<file path="src/rtl/aes_affine_pipe.sv">
`default_nettype none
// +----------------------------------------------------------------------------+
// | aes_affine_pipe: elastic multi-lane AES forward/inverse affine stage.      |
// | Optional AES_AFFINE_BYPASS_EN adds raw pass-through beats. Rev 1.0         |
// +----------------------------------------------------------------------------+
module aes_affine_pipe #(
    parameter int LANES       = 4,
    parameter int PIPE_STAGES = 2
) (
    input  logic                 clk,
    input  logic                 rst,
    input  logic                 in_valid,
    output logic                 in_ready,
    input  logic                 in_mode,
    input  logic [8*LANES-1:0]   in_data,
`ifdef AES_AFFINE_BYPASS_EN
    input  logic                 in_bypass,
    output logic                 out_bypass,
`endif
    output logic                 out_valid,
    input  logic                 out_ready,
    output logic                 out_mode,
    output logic [8*LANES-1:0]   out_data
);

    localparam logic [7:0] c_fwd_const = 8'h63;
    localparam logic [7:0] c_inv_const = 8'h05;

    // Bit equations rewritten as XORs of left rotations: a_(i+k) == rotl(a, 8-k).
    function automatic logic [7:0] fwd_affine(input logic [7:0] a);
        return a ^ {a[6:0], a[7]} ^ {a[5:0], a[7:6]} ^ {a[4:0], a[7:5]}
                 ^ {a[3:0], a[7:4]} ^ c_fwd_const;
    endfunction

    function automatic logic [7:0] inv_affine(input logic [7:0] a);
        return {a[6:0], a[7]} ^ {a[4:0], a[7:5]} ^ {a[1:0], a[7:2]} ^ c_inv_const;
    endfunction

    logic [8*LANES-1:0]     w_xform;
    logic [8*LANES-1:0]     w_stage_in;
    logic [PIPE_STAGES-1:0] w_load;

    logic [PIPE_STAGES-1:0] r_valid;
    logic [PIPE_STAGES-1:0] r_mode;
    logic [8*LANES-1:0]     r_data [PIPE_STAGES];

    genvar k;
    generate
        for (k = 0; k < LANES; k++) begin : g_lane
            assign w_xform[8*k +: 8] = in_mode ? inv_affine(in_data[8*k +: 8])
                                               : fwd_affine(in_data[8*k +: 8]);
        end
    endgenerate

`ifdef AES_AFFINE_BYPASS_EN
    assign w_stage_in = in_bypass ? in_data : w_xform;
`else
    assign w_stage_in = w_xform;
`endif

    // A stage may load when any stage from it to the output is empty, or the
    // output drains; this flattens the combinational ready chain.
    genvar s;
    generate
        for (s = 0; s < PIPE_STAGES; s++) begin : g_load
            assign w_load[s] = out_ready | ~(&r_valid[PIPE_STAGES-1:s]);
        end
    endgenerate

    always_ff @(posedge clk or posedge rst) begin
        if (rst) begin
            r_valid <= '0;
            r_mode  <= '0;
            for (int i = 0; i < PIPE_STAGES; i++) begin
                r_data[i] <= '0;
            end
        end else begin
            if (w_load[0]) begin
                r_valid[0] <= in_valid;
                if (in_valid) begin
                    r_data[0] <= w_stage_in;
                    r_mode[0] <= in_mode;
                end
            end
            for (int i = 1; i < PIPE_STAGES; i++) begin
                if (w_load[i]) begin
                    r_valid[i] <= r_valid[i-1];
                    if (r_valid[i-1]) begin
                        r_data[i] <= r_data[i-1];
                        r_mode[i] <= r_mode[i-1];
                    end
                end
            end
        end
    end

`ifdef AES_AFFINE_BYPASS_EN
    logic [PIPE_STAGES-1:0] r_byp;

    always_ff @(posedge clk or posedge rst) begin
        if (rst) begin
            r_byp <= '0;
        end else begin
            if (w_load[0] && in_valid) begin
                r_byp[0] <= in_bypass;
            end
            for (int i = 1; i < PIPE_STAGES; i++) begin
                if (w_load[i] && r_valid[i-1]) begin
                    r_byp[i] <= r_byp[i-1];
                end
            end
        end
    end

    assign out_bypass = r_byp[PIPE_STAGES-1];
`endif

    assign in_ready  = w_load[0];
    assign out_valid = r_valid[PIPE_STAGES-1];
    assign out_mode  = r_mode[PIPE_STAGES-1];
    assign out_data  = r_data[PIPE_STAGES-1];

endmodule
`default_nettype wire
</file>
<file path="config.mk">
export PLATFORM = sky130hd
export DESIGN_NAME = aes_affine_pipe
export DESIGN_NICKNAME = d
export VERILOG_FILES = /design/src/rtl/aes_affine_pipe.sv
export SDC_FILE = /design/constraint.sdc
export NUM_CORES = 1
export LEC_CHECK = 0
export ABC_AREA = 1
export BUFFER_PORTS_ARGS = -buffer_cell sky130_fd_sc_hd__buf_2
export CELL_PAD_IN_SITES_DETAIL_PLACEMENT = 0
export CELL_PAD_IN_SITES_GLOBAL_PLACEMENT = 1
export CORE_MARGIN = 2
export CORE_UTILIZATION = 35
export CTS_BUF_LIST = sky130_fd_sc_hd__clkbuf_4 sky130_fd_sc_hd__clkbuf_8
export CTS_CLUSTER_DIAMETER = 40
export CTS_CLUSTER_SIZE = 28
export DETAILED_ROUTE_END_ITERATION = 8
export PLACE_DENSITY = 0.79
export RECOVER_POWER = 100
export SLEW_MARGIN = 15
export SYNTH_ARGS = -nofsm -noshare
export SYNTH_HDL_FRONTEND = slang
export SYNTH_SLANG_ARGS = --single-unit
</file>
<file path="constraint.sdc">
create_clock -name clk -period 5.6 [get_ports clk]
set_input_delay 1.12 -clock clk [delete_from_list [all_inputs] [get_ports clk]]
set_output_delay 1.12 -clock clk [all_outputs]
set_load 0.01 [all_outputs]
</file>
==> results.yml <==
synth:
  syn-num-nets: 772
  synth_seq_cells: 68
  yosys_warnings: 0
  netlist_top_cells_count: "nand2_1 (332), nand3_1 (121), dfrtp_1 (68)"
  synth_cell_types: 21
  synthesis.instances: 735
  synth_edf_count: 0
  ys_top_cells_by_area: "dfrtp_1 (34%), nand2_1 (25%), nand3_1 (12%)"
  yosysMostFrequentCell: "nand2_1"
  yosys.area.top_type_share: 0.344
  synth_ff_type: "dfrtp_1"
  synth_top_cell_by_area: "dfrtp_1"
  async_reset_ff_frac: 1.00
  syn_area_um2: 4950
  postSynthAreaPerCell_um2: 6.74
  ys_seq_area_frac: 0.344
place:
  place.gp.congestion: 0.838
  pre_cts_ws_ps: 2710
  portBuffers: 71
  hpwl_mm: 8.53
  place_area_um2: 5110
  placedCellCount: 931
clocking:
  cts_buffers: 9
  hold_buffers: 0
  postCtsSetupRepairBufs: 0
  ctsResizeCount: 0
  cts-root-buf: "clkbuf_8"
  htreeDepth: 3
  cts_tree: "yes"
  clock_sinks: 68
  clockBufferDepth: 2
  path_clk_slew_ps: 70
  insertion_delay_ps: 350
critical_path:
  crit_family: "buffers and inverters"
  max_stage_delay_ps: 1220
  crit_fanout: 33
  crit_required_ps: 5840
  worst-path-buf-inv: 2
  crit_top_cell: "nand3_1"
  worstPathArrival_ps: 4210
  critPathKind: "in -> reg"
  worst_setup_path_start_kind: "input port"
  path_cells: "clkbuf_1 > inv_1 > nand3_1 > nand3_1 > nand3_1 > nand2_1"
  end_kind: "register"
  cpMaxStageDelayCell: "clkbuf_1"
die:
  fp.coreArea_um2: 13800
  dieArea_um2: 15100
  die-width_um: 123
  initial_core_util: 0.358
  die_h_um: 123
  top_level_ports: 72
  rows: 43
layout:
  postLayoutCellArea_um2: 5300
  utilization: 0.383
  diodes: 0
  nets: 799
  drive_gt1_frac: 0.151
  layout.cells.non_filler: 947
  syn_to_final_growth_pct: 6.97
global_route:
  grt_pass1_vias: 4160
  track_usage: 0.169
  antenna_found_initial: 0
  grt_pass1_wl_mm: 20.3
  grt_max_degree: 69
  grt_overflow: 0
pwr:
  ir_drop_v: 0.000104
  power.clock.fraction: 0.310
  p_int_mw: 1.08
  p_leak_nw: 2.90
  seq_power_share: 0.413
  swShare: 0.325
  comb_power_share: 0.277
  power_density_nw_per_um2: 302
  p_switching_mw: 0.520
  power.total_mw: 1.60
status:
  outcome: "finished with violations"
  failed_checks: "capacitance limit, slew limit"
routing:
  viasPerCell: 4.71
  drt_wl_total_mm: 12.0
  drc: 0
  vias: 4459
  wl_per_cell_um: 12.7
  dr.first_iter.drc_count: 241
  firstDrtPassIters: 4
  ant_nets: 0
min_path:
  hold_class: "reg -> reg"
sta:
  post-route-period-util: 0.709
  whs_ps: 477
  finalSetupTns_ps: 0
  max_freq_mhz: 252
  grt_setup_unrepaired: "false"
  setup_viol: 0
  max_slew_margin: -0.159
  tightestPinTransition_ps: 1740
  finalCriticalPeriod_ps: 3970
  fin_worst_skew_ps: 6.86
  slew_violations: 34
  finalHoldViolCount: 0
  fin_ws_ps: 1630
job:
  maxCapViolations: 2
## state kept, by name (all words and copies together), names as in the netlist
register,flops
r_data,32
r_valid,2
out_data,32
r_mode,2
## power groups by stage
stage / sequential (mW) / clock [mW] / combinational [mW]
after detailed placement: 0.671 / 0 / 0.467
after global placement: 0.668 / 0 / 0.464
after global routing: 0.675 / 0.533 / 0.507
after floorplan: 0.652 / 0 / 0.421
after CTS: 0.661 / 0.512 / 0.469
final: 0.660 / 0.495 / 0.442
## layer usage
| layer | wire length [um] | track usage | vias to the layer above |
|---|---|---|---|
| met3 | 544 | 0.0327 | 11 |
| met1 | 5940 | 0.236 | 2024 |
| met4 | 115 | 0.0481 | 0 |
| met5 | 0 | 0 | - |
| met2 | 5440 | 0.266 | 88 |
| li1 | - | - | 2336 |
## layout by cell type, fill, tap and decap left out, types with 9 or more instances in the layout
cell / synthesis / routed
nand2_2: 18 / 16
nand3_1: 121 / 121
nor2_1: 13 / 14
nand2_1: 332 / 334
inv_1: 55 / 56
a21oi_1: 12 / 12
clkbuf_8: 0 / 9
clkbuf_1: 0 / 36
inv_2: 13 / 12
dfrtp_1: 68 / 68
mux2_2: 33 / 33
buf_2: 10 / 35
## worst min-delay path: cells and delay by family, from the launching register on
family           cells  cell delay, ps
flip-flops           1             340
AND/OR/NAND/NOR      2             100
## area by class of cell
| type | instances | area [um^2] |
|---|---|---|
| clock buffers | 10 | 131 |
| clock inverters | 6 | 113 |
| fillers | 1524 | 8530 |
| inverters | 70 | 263 |
| multi-input cells | 541 | 2550 |
| flip-flops and latches | 68 | 1700 |
| well taps | 180 | 225 |
| repair buffers | 72 | 318 |
## worst paths after layout
kind	start	to	slack (ps)	cells past startpoint
max	in_mode	r_data[44]	1630	6
min	r_data[53]	r_data[53]	480	2
max reg2reg	r_valid[1]	out_data[5]	3470	3
min reg2reg	r_data[53]	r_data[53]	480	2
max in group asynchronous	rst	out_data[8]	4020	3
min in group asynchronous	rst	out_data[22]	1020	3
## logic make-up after synthesis
kind of cell,share of synthesized area
buffers and inverters,0.140
xor gates and xnor gates,0.0106
DFF,0.344
muxes,0.0750
and+or+nand+nor,0.416
AOI/OAI and AO/OA,0.0149
Power figures use the tool's default switching activity.
